File: config.mk
export PLATFORM = sky130hd
export DESIGN_NAME = fifo_wr_ctrl
export DESIGN_NICKNAME = d
export VERILOG_FILES = /design/src/rtl/fifo_wr_ctrl.sv
export SDC_FILE = /design/constraint.sdc
export NUM_CORES = 1
export LEC_CHECK = 0
export CORE_ASPECT_RATIO = 0.9
export CORE_UTILIZATION = 46
export DETAILED_ROUTE_END_ITERATION = 10
export GPL_TIMING_DRIVEN = 0
export PLACE_DENSITY = 0.92
export SLEW_MARGIN = 5
export SYNTH_ARGS = -nofsm -noshare
export SYNTH_HDL_FRONTEND = slang
export SYNTH_SLANG_ARGS = --single-unit
File: constraint.sdc
create_clock -name clk_i -period 5.28 [get_ports clk_i]
set_input_delay 1.056 -clock clk_i [delete_from_list [all_inputs] [get_ports clk_i]]
set_output_delay 1.056 -clock clk_i [all_outputs]
set_load 0.005 [all_outputs]
File: src/rtl/fifo_wr_ctrl.sv
// rtl/fifo_wr_ctrl.sv - write-side pointer and flag control for the asynchronous FIFO
//
// Write-domain half of an async FIFO. Produces the memory write enable/address,
// the registered Gray write pointer for the read-domain synchronizer, and the
// full / almost-full / level / sticky-overflow flags computed against the read
// pointer that has already been synchronized into this clock domain.
//
// Parameters
//   ADDR_WIDTH     memory address bits (depth = 2**ADDR_WIDTH), >= 2
//   AF_THRESH      almost-full asserts when level >= AF_THRESH, 1..2**ADDR_WIDTH
//
// Ports
//   clk_i          write-domain clock
//   rst_ni         synchronous active-low reset
//   w_inc_i        write request from the producer
//   ovf_clr_i      clears the sticky overflow flag
//   sync_rd_ptr_i  Gray read pointer, already synchronized into clk_i
//   w_en_o         memory write enable (combinational, request & not full)
//   w_addr_o       memory write address (low bits of binary write pointer)
//   w_gray_ptr_o   registered Gray write pointer to the read-domain synchronizer
//   full_o         registered full flag
//   almost_full_o  registered almost-full flag
//   w_level_o      registered fill level, 0..2**ADDR_WIDTH
//   w_overflow_o   sticky flag, set by a write attempted while full

module fifo_wr_ctrl #(
    parameter int ADDR_WIDTH = 3,
    parameter int AF_THRESH  = 6
) (
    input  logic                  clk_i,
    input  logic                  rst_ni,
    input  logic                  w_inc_i,
    input  logic                  ovf_clr_i,
    input  logic [ADDR_WIDTH:0]   sync_rd_ptr_i,
    output logic                  w_en_o,
    output logic [ADDR_WIDTH-1:0] w_addr_o,
    output logic [ADDR_WIDTH:0]   w_gray_ptr_o,
    output logic                  full_o,
    output logic                  almost_full_o,
    output logic [ADDR_WIDTH:0]   w_level_o,
    output logic                  w_overflow_o
);

    localparam int P = ADDR_WIDTH + 1;

    logic [P-1:0] wbin_q,  wbin_d;
    logic [P-1:0] wgray_q, wgray_d;
    logic         full_q,  full_d;
    logic         af_q,    af_d;
    logic [P-1:0] level_q, level_d;
    logic         ovf_q,   ovf_d;
    logic [P-1:0] rbin;
    logic         w_en;

    assign w_en = w_inc_i & ~full_q;

    // Gray-to-binary of the synchronized read pointer: each binary bit is the
    // XOR of all Gray bits at or above it.
    always_comb begin
        rbin        = '0;
        rbin[P-1]   = sync_rd_ptr_i[P-1];
        for (int i = P - 2; i >= 0; i--) begin
            rbin[i] = rbin[i+1] ^ sync_rd_ptr_i[i];
        end
    end

    always_comb begin
        wbin_d  = wbin_q + {{(P-1){1'b0}}, w_en};
        wgray_d = (wbin_d >> 1) ^ wbin_d;
        // Full when the next write pointer is exactly one lap ahead of the read
        // pointer: in Gray form that is the two MSBs inverted, the rest equal.
        full_d  = (wgray_d == {~sync_rd_ptr_i[P-1:P-2], sync_rd_ptr_i[P-3:0]});
        // Modulo-2^P subtraction keeps the level correct across pointer wrap.
        level_d = wbin_d - rbin;
        af_d    = (level_d >= P'(AF_THRESH));
        ovf_d   = ovf_q;
        if (w_inc_i && full_q) begin
            ovf_d = 1'b1;
        end else if (ovf_clr_i) begin
            ovf_d = 1'b0;
        end
    end

    always_ff @(posedge clk_i) begin
        if (!rst_ni) begin
            wbin_q  <= '0;
            wgray_q <= '0;
            full_q  <= 1'b0;
            af_q    <= 1'b0;
            level_q <= '0;
            ovf_q   <= 1'b0;
        end else begin
            wbin_q  <= wbin_d;
            wgray_q <= wgray_d;
            full_q  <= full_d;
            af_q    <= af_d;
            level_q <= level_d;
            ovf_q   <= ovf_d;
        end
    end

    assign w_en_o        = w_en;
    assign w_addr_o      = wbin_q[ADDR_WIDTH-1:0];
    // Straight from the flop so the synchronizer only ever sees one-bit changes.
    assign w_gray_ptr_o  = wgray_q;
    assign full_o        = full_q;
    assign almost_full_o = af_q;
    assign w_level_o     = level_q;
    assign w_overflow_o  = ovf_q;

endmodule

=== Word level (Yosys, flattened, before mapping) ===
Cells that the tools add are included.

* $add $sub $neg: 2
* Reductions and logical operators: 2
* Bitwise gates (word level): 7
* Order comparisons: 1
* Mux-type cells: 2
* Equal/unequal tests: 1

{| class="wikitable"
|+ Operator list
! cell !! number
|-
| $add A4 B1 Y4 || 1
|-
| $eq A4 B4 Y1 || 1
|-
| $ge A4 B3 Y1 const B || 1
|-
| $sub A4 B4 Y4 || 1
|-
| $xor A3 B4 Y4 || 1
|-
| $xor A1 B1 Y1 || 3
|-
| $mux W1 || 2
|-
| $not A2 Y2 || 1
|-
| $reduce_bool A2 Y1 || 1
|-
| $and A1 B1 Y1 || 1
|-
| $logic_and A1 B1 Y1 || 1
|-
| $not A1 Y1 || 1
|}

* Logic and storage cells: 21
* Flip-flop bits (word level): 15
* Output and inout port bits: 15
* Input bits: 8

=== Depth between registers and ports, before layout ===
* Depth after elaboration: 5
* Mapped depth: 8
* Depth with buffers taken out: 8

=== Least setup slack after synthesis ===
OpenSTA, ideal clock, no wires.

* Path kind: input port to flip-flop
* From: input port w_inc_i
* To: register af_q, in the netlist almost_full_o
* Library setup time: 79 ps
* Data required time: 5201 ps
* Path buffers: 0
* Arrival time: 2604 ps
* Slack: 2597 ps
* Stages: 8
* Cell sequence: nor2b_1 -> ha_1 -> ha_1 -> xor2_2 -> ha_1 -> o21ai_0 -> a211o_1 -> o211ai_1

* Cells in the longest elaborated chain, start to end: 4

{| class="wikitable"
|+ Ends and longest elaborated chain
! element !! RTL line !! source
|-
| start, declared || 32 || <nowiki>input logic w_inc_i,</nowiki>
|-
| $and A1 B1 Y1 || 55 || <nowiki>assign w_en = w_inc_i & ~full_q;</nowiki>
|-
| $add A4 B1 Y4 || 68 || <nowiki>wbin_d = wbin_q + {{(P-1){1'b0}}, w_en};</nowiki>
|-
| net wbin_d[2] || 46 || <nowiki>logic [P-1:0] wbin_q, wbin_d;</nowiki>
|-
| $sub A4 B4 Y4 || 74 || <nowiki>level_d = wbin_d - rbin;</nowiki>
|-
| $ge A4 B3 Y1 || 75 || <nowiki>af_d = (level_d >= P'(AF_THRESH));</nowiki>
|-
| end signal, assigned || 89 || <nowiki>af_q <= 1'b0;</nowiki>
|-
| end signal, assigned || 96 || <nowiki>af_q <= af_d;</nowiki>
|-
| end, declared || 49 || <nowiki>logic af_q, af_d;</nowiki>
|}

The timed path passes the listed nets, and every way through them passes these cells.
A chain may end at the register's enable or synchronous reset.

=== Final worst setup path ===
* From: input port w_inc_i
* To: output port w_en_o

* Cells in the longest elaborated chain, start to end: 1

{| class="wikitable"
|+ Ends and longest elaborated chain
! element !! RTL line !! source
|-
| $and A1 B1 Y1 || 55 ||
|-
| end, declared || 35 || <nowiki>output logic w_en_o,</nowiki>
|}

No other way between the ends.

==> impl_metrics.yaml <==
layout:
  n_fill_cell: 93
  num_antenna_cells: 0
  area_growth_pct: 41.2
  nets: 105
  finish.utilization_pct: 72.8
  instances_no_fill: 104
  layout_common_cells: "clkdlybuf4s50_1, dfxtp_1, xnor2_1"
  drive_gt1_share_pct: 7.78
  final_common_cell: "clkdlybuf4s50_1"
detailed_routing:
  drc: 0
  antenna_left: 0
  drt-vias-per-instance: 4.87
  vias: 506
  wl_per_cell_um: 13.0
  drtPass1Iterations: 4
  drt_iter0_markers: 3
  wirelength_um: 1350
floorplanning:
  num_rows: 12
  fp.dieH_um: 38.1
  core_area_sq_um: 1290
  start_util_pct: 51.6
  die-area_sq_um: 1600
  die_w_um: 42.1
  io_pins: 23
grt:
  grt_pass1_wl_um: 2140
  grt_overflow: 0
  grt_antenna_before_repair: 0
  grt_pass1_vias: 515
  grtUsageTotal_pct: 18.3
  grt_max_degree: 9
sta:
  setup_viol: 0
  finalCritPeriodShare_pct: 62.2
  rsz0062_at_grt: "false"
  hold_slack_ps: 485
  worstMarginPinSlew_ps: 321
  finalMaxSlewViolations: 0
  finalSetupTns_ps: 0
  setup_ws_ps: 2000
  fin_skew_ps: 7.36
  min_period_ps: 3280
  slew_headroom_pct: 78.6
  finalHoldViolations: 0
  fmax_ghz: 0.304
synth:
  syn_nets: 78
  synth_fa_ha_area_share_pct: 12.4
  synth_compound_area_share_pct: 5.08
  syn_area_sq_um: 666
  synth_cell_types: 22
  synth_xor_area_share_pct: 21.6
  syn_inst: 64
  yosys.area_share.simple_pct: 15.4
  avgSynthCellArea_sq_um: 10.4
  yosysTopAreaCellShare_pct: 42.1
  synth_top_flop_cell: "dfxtp_1"
  synth_area_leaders: "dfxtp_1, xnor2_1, ha_1"
  synth-seq-cells: 14
  synth_edf_count: 0
  ys_seq_area_share_pct: 42.1
  yosys-mux-area-fraction_pct: 0
  yosysWarnings: 0
  synth-async-reset-ratio_pct: 0
  synth_top_family_by_area: "XOR/XNOR gates"
  yosysTopAreaCell: "dfxtp_1"
clock_tree:
  clkTransAtPathRegs_ps: 80
  root_buffer: "clkbuf_4"
  cts_setup_buffers: 0
  clock_sinks: 14
  hold_buffers: 0
  h-tree-depth: 1
  cts_buffers: 3
  tritoncts: "built"
  cts_buffer_depth: 2
  cts_resized: 0
  clock_latency_ps: 280
place:
  numPortBuffers: 22
  dp_cells: 100
  pre_cts_slack_ps: 1970
  gp_congestion: 0.827
  dpl.hpwl_um: 1050
worst_hold_path:
  worstHoldStart: "w_overflow_o$_SDFFE_PN0P_"
  hp-class: "flip-flop to flip-flop"
setup_path:
  startpoint: "w_inc_i"
  required_ps: 4220
  path_max_fanout: 2
  path_class: "input port to primary output"
  r2r-start: "full_o$_SDFF_PN0_"
  arrival_ps: 2230
  crit_path_end_kind: "primary output"
  crit_path_start_kind: "input port"
power:
  intPower_uw: 220
  p_comb_share_pct: 32.7
  clockPowerShare_pct: 25.7
  leakage_uw: 0.000403
  p_sw_uw: 81.8
  p_per_area_nw_per_um2: 321
  p_sw_share_pct: 27.1
  seqPwrFrac_pct: 41.6
  ir_drop_mv: 0.190
status:
  outcome: "finished, final reports clean"
job:
  cap_violations: 0
[state kept, by name (all words and copies together) (netlist names)]
| register | flops |
|---|---|
| full_o | 1 |
| w_level_o | 4 |
| wbin_q | 4 |
| w_gray_ptr_o | 3 |
| almost_full_o | 1 |
| w_overflow_o | 1 |
[path summary, 6_finish.rpt]
kind / endpoint / slack, ps / cells past startpoint
worst max register to register: almost_full_o$_SDFF_PN0_ / 3220 / 8
worst min-delay path: w_overflow_o$_SDFFE_PN0P_ / 490 / 2
worst min register to register: w_overflow_o$_SDFFE_PN0P_ / 490 / 2
worst max-delay path: w_en_o / 2000 / 3
[layer usage]
metal,track usage [%],vias to the layer above,routed length [um]
li1,-,256,-
met1,19.1,231,596
met2,37.1,17,674
met3,3.30,2,65
met4,7.03,0,12
met5,0,-,0
[worst max-delay path, cell delays in order]
cell and delay (ps):
clkdlybuf4s50_1 470, nor2b_1 180, clkdlybuf4s50_1 520
[kinds of logic after synthesis]
logic type / after synthesis
flip-flops: 14
XOR/XNOR: 14
AND/OR/NAND/NOR: 19
buffers and inverters: 6
adder cells (fa/ha/maj): 6
AO/OA/AOI/OAI: 5
[through the flow]
| step | power, uW | instance area, sq um |
|---|---|---|
| finish | 301 | 940 |
| global route | 317 | 940 |
| CTS | 303 | 940 |
| detailed placement | 227 | 903 |
| global placement | 222 | 903 |
| floorplan | 179 | 666 |
[power groups by stage]
| stage | Sequential (uW) | Clock [uW] | Combinational [uW] |
|---|---|---|---|
| finish | 125 | 77.5 | 98.5 |
| floorplan | 130 | 0 | 49.1 |
| global route | 127 | 80.9 | 109 |
| global placement | 128 | 0 | 94.8 |
| CTS | 126 | 77.1 | 99.9 |
| detailed placement | 128 | 0 | 99.0 |
[synth_stat cells, types with 2 or more instances]
library cell and n:
xnor2_1 9, xor2_1 3, inv_1 5, ha_1 5, and2_1 4, dfxtp_1 14, nand2_1 4, nor2_1 5
nor2b_1 2
[cell type report]
cell class	instances	area [sq um]	area share, %
multi-input cells	44	363	38.6
flip-flops and latches	14	280	29.8
repair buffers	22	220	23.4
well taps	14	17.5	1.86
clock buffers	4	36.3	3.86
inverters	6	22.5	2.40
(Power assumes the default switching activity.)
